**src/rtl/fetch_unit_pkg.sv**
```systemverilog
// Shared instruction-set definitions used by fetch, instruction memory and decode.
// Holds the opcode values, the instruction field positions and a few
// helper functions that pull fields out of a 16-bit instruction word.
package fetch_unit_pkg;

  localparam int INSN_W = 16;
  localparam int PC_W   = 8;

  // Field positions inside an instruction word
  localparam int OPC_HI = 15;
  localparam int OPC_LO = 12;
  localparam int TGT_HI = 11;
  localparam int TGT_LO = 4;

  typedef enum logic [3:0] {
    OP_NOP  = 4'h0,
    OP_LI   = 4'h1,
    OP_ADDI = 4'h2,
    OP_JNZ  = 4'h3,
    OP_JMP  = 4'h4
  } opcode_e;

  function automatic logic [3:0] insn_opc(input logic [INSN_W-1:0] insn);
    return insn[OPC_HI:OPC_LO];
  endfunction

  function automatic logic [PC_W-1:0] insn_tgt(input logic [INSN_W-1:0] insn);
    return insn[TGT_HI:TGT_LO];
  endfunction

endpackage

```
**src/rtl/fetch_unit.sv**
```systemverilog
// Instruction fetch stage.
// Drives pc to instruction memory, captures the returned word into ir and
// offers it to execute with a valid/ready handshake. Unconditional JMPs are
// resolved here and never reach execute; taken JNZs come back as redirects.
// Ports:
//   clk, rst_n             clock, async active-low reset
//   pc                     fetch address (registered)
//   op                     instruction word for pc (combinational from imem)
//   ir, ir_pc, ir_valid    instruction offered to execute, its address, valid
//   ir_ready               execute accepts ir
//   redirect, redirect_pc  taken-branch redirect from execute
//   halt_req, halted       stop fetching / fetch is stopped
//   jmp_count              number of JMPs resolved locally
module fetch_unit
  import fetch_unit_pkg::*;
#(
  parameter logic [7:0] PC_RESET = 8'd0
) (
  input  logic        clk,
  input  logic        rst_n,
  output logic [7:0]  pc,
  input  logic [15:0] op,
  output logic [15:0] ir,
  output logic [7:0]  ir_pc,
  output logic        ir_valid,
  input  logic        ir_ready,
  input  logic        redirect,
  input  logic [7:0]  redirect_pc,
  input  logic        halt_req,
  output logic        halted,
  output logic [15:0] jmp_count
);

  typedef enum logic {RUN = 1'b0, HALT = 1'b1} state_e;

  state_e      state_q;
  logic [7:0]  pc_q;
  logic [15:0] ir_q;
  logic [7:0]  ir_pc_q;
  logic        ir_valid_q;
  logic [15:0] jmp_cnt_q;

  logic load;
  logic accept;
  logic is_jmp;

  assign accept = ir_valid_q && ir_ready;
  // A halt request blocks the load in the same cycle it arrives.
  assign load   = (state_q == RUN) && !halt_req && (!ir_valid_q || ir_ready) && !redirect;
  assign is_jmp = (insn_opc(op) == OP_JMP);

  always_ff @(posedge clk or negedge rst_n) begin
    if (!rst_n) begin
      state_q    <= RUN;
      pc_q       <= PC_RESET;
      ir_q       <= 16'h0000;
      ir_pc_q    <= 8'h00;
      ir_valid_q <= 1'b0;
      jmp_cnt_q  <= 16'h0000;
    end else begin
      if (state_q == RUN && halt_req)
        state_q <= HALT;

      if (redirect) begin
        // Redirect wins over everything, in either state: flush and retarget.
        pc_q       <= redirect_pc;
        ir_valid_q <= 1'b0;
      end else if (load) begin
        if (is_jmp) begin
          pc_q       <= insn_tgt(op);
          ir_valid_q <= 1'b0;
          jmp_cnt_q  <= jmp_cnt_q + 16'd1;
        end else begin
          ir_q       <= op;
          ir_pc_q    <= pc_q;
          ir_valid_q <= 1'b1;
          pc_q       <= pc_q + 8'd1;
        end
      end else if (accept) begin
        // Halting (or halt requested): drain the pending instruction only.
        ir_valid_q <= 1'b0;
      end
    end
  end

  assign pc        = pc_q;
  assign ir        = ir_q;
  assign ir_pc     = ir_pc_q;
  assign ir_valid  = ir_valid_q;
  assign halted    = (state_q == HALT);
  assign jmp_count = jmp_cnt_q;

endmodule

```
**config.mk**
```make
export PLATFORM = sky130hd
export DESIGN_NAME = fetch_unit
export DESIGN_NICKNAME = d
export VERILOG_FILES = /design/src/rtl/fetch_unit_pkg.sv /design/src/rtl/fetch_unit.sv
export SDC_FILE = /design/constraint.sdc
export NUM_CORES = 1
export LEC_CHECK = 0
export BUFFER_PORTS_ARGS = -buffer_cell sky130_fd_sc_hd__buf_2
export CORE_UTILIZATION = 45
export CTS_CLUSTER_DIAMETER = 40
export CTS_CLUSTER_SIZE = 28
export DETAILED_ROUTE_END_ITERATION = 8
export PLACE_DENSITY_LB_ADDON = 0.3
export SYNTH_ARGS = -nofsm -noshare
export SYNTH_HDL_FRONTEND = slang
export SYNTH_SLANG_ARGS = --single-unit
export TNS_END_PERCENT = 20
```
**constraint.sdc**
```tcl
create_clock -name clk -period 4.28 [get_ports clk]
set_clock_uncertainty 0.05 [all_clocks]
set_input_delay 0.214 -clock clk [delete_from_list [all_inputs] [get_ports clk]]
set_output_delay 0.214 -clock clk [all_outputs]
set_load 0.1 [all_outputs]
```
# After elaboration in Yosys (flattened, before gate mapping)
# Index checks and enable logic that the tools add are counted.
# totals
reg_bits	50
input_bits	29
wordCells	32
# op_classes
n_addsub	2
n_eq_ne	1
muxes	7
bitwise_logic	3
reduce_logical	13
# op_table
operator	count
$mux W8	3
$add A16 B1 Y16 const B	1
$add A8 B1 Y8 const B	1
$reduce_and A3 Y1	2
$logic_and A1 B1 Y1	5
$eq A4 B3 Y1 const B	1
$mux W1	4
$logic_not A1 Y1	3
$not A1 Y1	3
$reduce_bool A3 Y1	1
$reduce_bool A2 Y1	1
$logic_or A1 B1 Y1	1

# Logic depth before layout (Yosys ltp)
# logic_depth
ltp_word	6
mapped_depth	6
ltp_nobuf	6

# Worst setup path after synthesis
# Ideal clock, no wire load.
# synth_timing
kind	reg-to-reg
startpoint	register state_q, in the netlist halted
endpoint	register ir_pc_q[4], in the netlist ir_pc[4]
arrival_time_ns	2.106
required_ns	4.104
slack_ns	1.998
path_stages_with_launch	6
n_path_buf	1
period_less_slack_ns	2.282
path_cell_list	dfrtp_1 > nor2_2 > nand2_4 > nor3_2 > buf_2 > mux2_2
# synth_between
elab_chain_cells	5
# synth_lines
element	line	source
from (decl)	fetch_unit.sv:36	state_e state_q;
from (signal assigned)	fetch_unit.sv:54	state_q <= RUN;
from (signal assigned)	fetch_unit.sv:62	state_q <= HALT;
$not A1 Y1	fetch_unit.sv:49	assign load = (state_q == RUN) && !halt_req && (!ir_valid_q || ir_ready) && !redirect;
$logic_and A1 B1 Y1 (3 in series)	fetch_unit.sv:49	
$reduce_and A3 Y1 (no line)	--	
to (signal assigned)	fetch_unit.sv:75	ir_pc_q <= pc_q;
to (decl)	fetch_unit.sv:39	logic [7:0] ir_pc_q;
# No other way between the ends.
# A chain may end at the register's enable or synchronous reset.

# Worst setup path in the final report
# layout_timing
startpoint	register state_q, in the netlist halted
endpoint	register ir_q[10], in the netlist ir[10]
# layout_between
elab_chain_cells	5
# layout_lines
element	line	source
$not A1 Y1	fetch_unit.sv:49	
$logic_and A1 B1 Y1 (3 in series)	fetch_unit.sv:49	
$reduce_and A3 Y1 (no line)	--	
to (signal assigned)	fetch_unit.sv:74	ir_q <= op;
to (decl)	fetch_unit.sv:38	logic [15:0] ir_q;
# No other way between the ends.

==> results.md <==
* Final Wtd Congestion at 0.849
* Grt total ovfl at 0
* Largest family of logic cells by synthesized area: simple AND/OR/NAND/NOR gates
* VDD IR max at 0.241 mV
* Post-Synth Simple-Gate Area at 15.0%
* Cells after Synth at about 180
* Post-Synth Adder-Cell Area at 1.11%
* Largest net degree at the start of global routing at 51
* Synth Area per Inst at 12.4 um2
* Synth area leader: dfrtp_1
* CP max FO at 24
* Clock Latency Late Sink at ~0.3 ns
* CP required at 4.42 ns
* Status: finished, final reports clean
* Core area at 0.00475 mm2
* Post-synth EDFFs at 0
* Die X-Extent at 72.7 um
* Synth Register Bits at 50
* Max frequency at between 400 and 500 MHz
* Net Sw Frac at 37.4%
* Net Sw Power at 0.000405 W
* Initial DRC Count at 94
* Initial antenna violation count at 0
* Fin. max-slew vios at 0
* Die Ht at 72.7 um
* Synthesis Warnings at 0
* Worst path buffer plus inverter count at 0
* Hold_buf cts at 0
* Initial Util at between 40 and 50%
* Sum Neg Setup Slack at 0 ns
* CTS H-tree lvls at 2
* Total number of vias at 1656
* # DRC at 0
* Power per cell area at slightly below 400 mW/mm2
* Final hold viol count at 0
* Internal power at 0.000678 W
* Syn nets at 212
* Final Cell Area at 0.00279 mm2
* P_leak at 1.40 nW
* ANT cells at 0
* Post-synthesis mux area share at between 10% and 20%
* Clock Sinks at 50
* XOR/XNOR Fraction of Synth Area at 7.39%
* WHS at about 0.052 ns
* Compound-Gate Fraction of Synth Area at under 10%
* Post-synth ARST share at 100%
* Hold crit path type: input port to asynchronous set/reset pin
* Cell Area, Synth at 0.00225 mm2
* Top_reg_cell synth: dfrtp_1
* FP Rows at 25
* Logic pwr share at around a quarter
* Yosys top cell area share at 55.6%
* CP Launch Type: flip-flop
* Synth-to-layout area growth at 23.8%
* Tcrit/Tclk final at roughly 54%
* Nets@finish at 290
* Final Critical Period at 2.30 ns
* First-pass GRT wire length at 7560 um
* Root Buffer: clkbuf_8
* Clk network pwr share at a little over a quarter
* CTS tree: yes
* WL/cell at ~14 um
* Largest cells by area after synthesis: dfrtp_1 (56%), mux2_2 (12%), xnor2_1 (6.2%)
* Antenna violation net count after detailed routing at 0
* Total track usage at a little under a fifth
* I/O pins at between 70 and 80
* Post-synthesis sequential area ratio at 55.6%
* TritonCTS Buffers at 5
* Layout cells sized above 1 at 45.4%
* Dpl hpwl at around 3400 um
* Normalized max-slew margin at 25.4%
* Placed cell area at 0.00269 mm2
* Max incr delay on CP at 0.93 ns
* Arr. time, crit path at 2.44 ns
* Number of global-route vias before repair at 1550
* Max cap viols at 0
* Slowest cell on the critical path: nor3_4
* # resized after CTS at 0
* Vias per cell at just over 5
* IO Port Bufs at between 70 and 80
* Crit path cell chain: nor2_2 -> nand2_4 -> nor3_4 -> mux2_2
* Slew @ Worst Pin at 1.12 ns
* Part of the power in registers at 47.8%
* CP top delay family: simple AND/OR/NAND/NOR gates
* Netlist cell types at 42
* CP Capture Type: flip-flop
* Clock Path Buffers at 2
* Setup CP Type: flip-flop to flip-flop
* Setup bufs post-CTS at 0
* Full die area at 0.00529 mm2
* RSZ-0062 raised after global routing: no
* Drt total wl at 4660 um
* Final setup vio count at 0
* First-pass DRT Iterations at 4
* Worst-path clk slew at 0.09 ns
[final timing paths]
kind                                 endpoint  depth (start not counted)  slack [ns]           start
min in group clk                        pc[6]                          3        0.07  redirect_pc[6]
worst min register to register  jmp_count[15]                          1        0.43   jmp_count[15]
max in group asynchronous       jmp_count[15]                          1        3.47           rst_n
worst min-delay path                 ir_pc[5]                          1        0.05           rst_n
worst max-delay path                   ir[10]                          4        1.98          halted
worst max register to register         ir[10]                          4        1.98          halted
[layer usage]
layer,track usage (%),routed length (um)
met4,6.75,51
met5,0,0
met2,27.4,2060
met3,4.42,309
met1,27.2,2240
[final cells by class]
class                   count  area, um2
well taps                  67       83.8
fillers                   434       1970
clock buffers               6       82.6
multi-input cells         122        958
repair buffers             78        390
flip-flops and latches     50       1250
inverters                   2       7.51
clock inverters             2       12.5
[sequential cells by signal (all words and copies together), names as in the netlist]
register and count:
pc 8, ir_pc 8, jmp_count 16, ir 16, ir_valid 1, halted 1
[power groups by stage]
stage	logic [W]	clock network (W)	registers [W]
finish	0.000283	0.000283	0.000518
global route	0.000294	0.000311	0.000522
CTS	0.000285	0.000289	0.000518
detailed placement	0.000285	0	0.000527
global placement	0.000282	0	0.000527
floorplan	0.0000405	0	0.000707
[cell usage in the layout, fill, tap and decap left out, types with 2 or more instances in the layout]
cell      instances
o221ai_1          2
and3_1            2
buf_2            78
a21oi_1           4
nand2b_1          2
o21ai_0           4
mux2_2           23
nand3_1          10
nor2_1            8
xnor2_1          16
ha_1              2
xor2_1            3
a221oi_1          2
inv_1             2
nor3_4            3
nand2_1          14
dfrtp_1          50
clkbuf_8          6
a22oi_1           4
nand4_1           4
[logic make-up after synthesis]
group                      after synthesis
buffers and inverters                    9
DFF                                     50
AOI/OAI and AO/OA                       22
muxes                                   24
and+or+nand+nor                         55
adders and majority gates                2
xor gates and xnor gates                19
[per-stage QoR]
| step | std cells | worst slack [ns] | power, W | util, % |
|---|---|---|---|---|
| floorplan | 181 | 2.00 | 0.000748 | - |
| global placement | 319 | 2.05 | 0.000809 | 56.6 |
| detailed placement | 319 | 1.96 | 0.000811 | 56.6 |
| CTS | 327 | 1.93 | 0.00109 | 58.6 |
| global route | 327 | 1.83 | 0.00113 | 58.6 |
| finish | 327 | 1.98 | 0.00108 | 58.6 |
[cells in the mapped netlist (2+ instances only)]
master     n
a221oi_1   2
nor3_4     2
mux2_2    23
clkbuf_1   2
and3_1     2
a22oi_1    4
a21oi_1    4
nand2_1   14
o21ai_0    4
buf_2      2
o221ai_1   2
xor2_1     3
nand2b_1   2
nor2_1     8
nand3_1   10
nand4_1    4
ha_1       2
nor3_2     2
dfrtp_1   50
inv_1      2
xnor2_1   16
No activity file was read; power rests on OpenSTA's default activity.
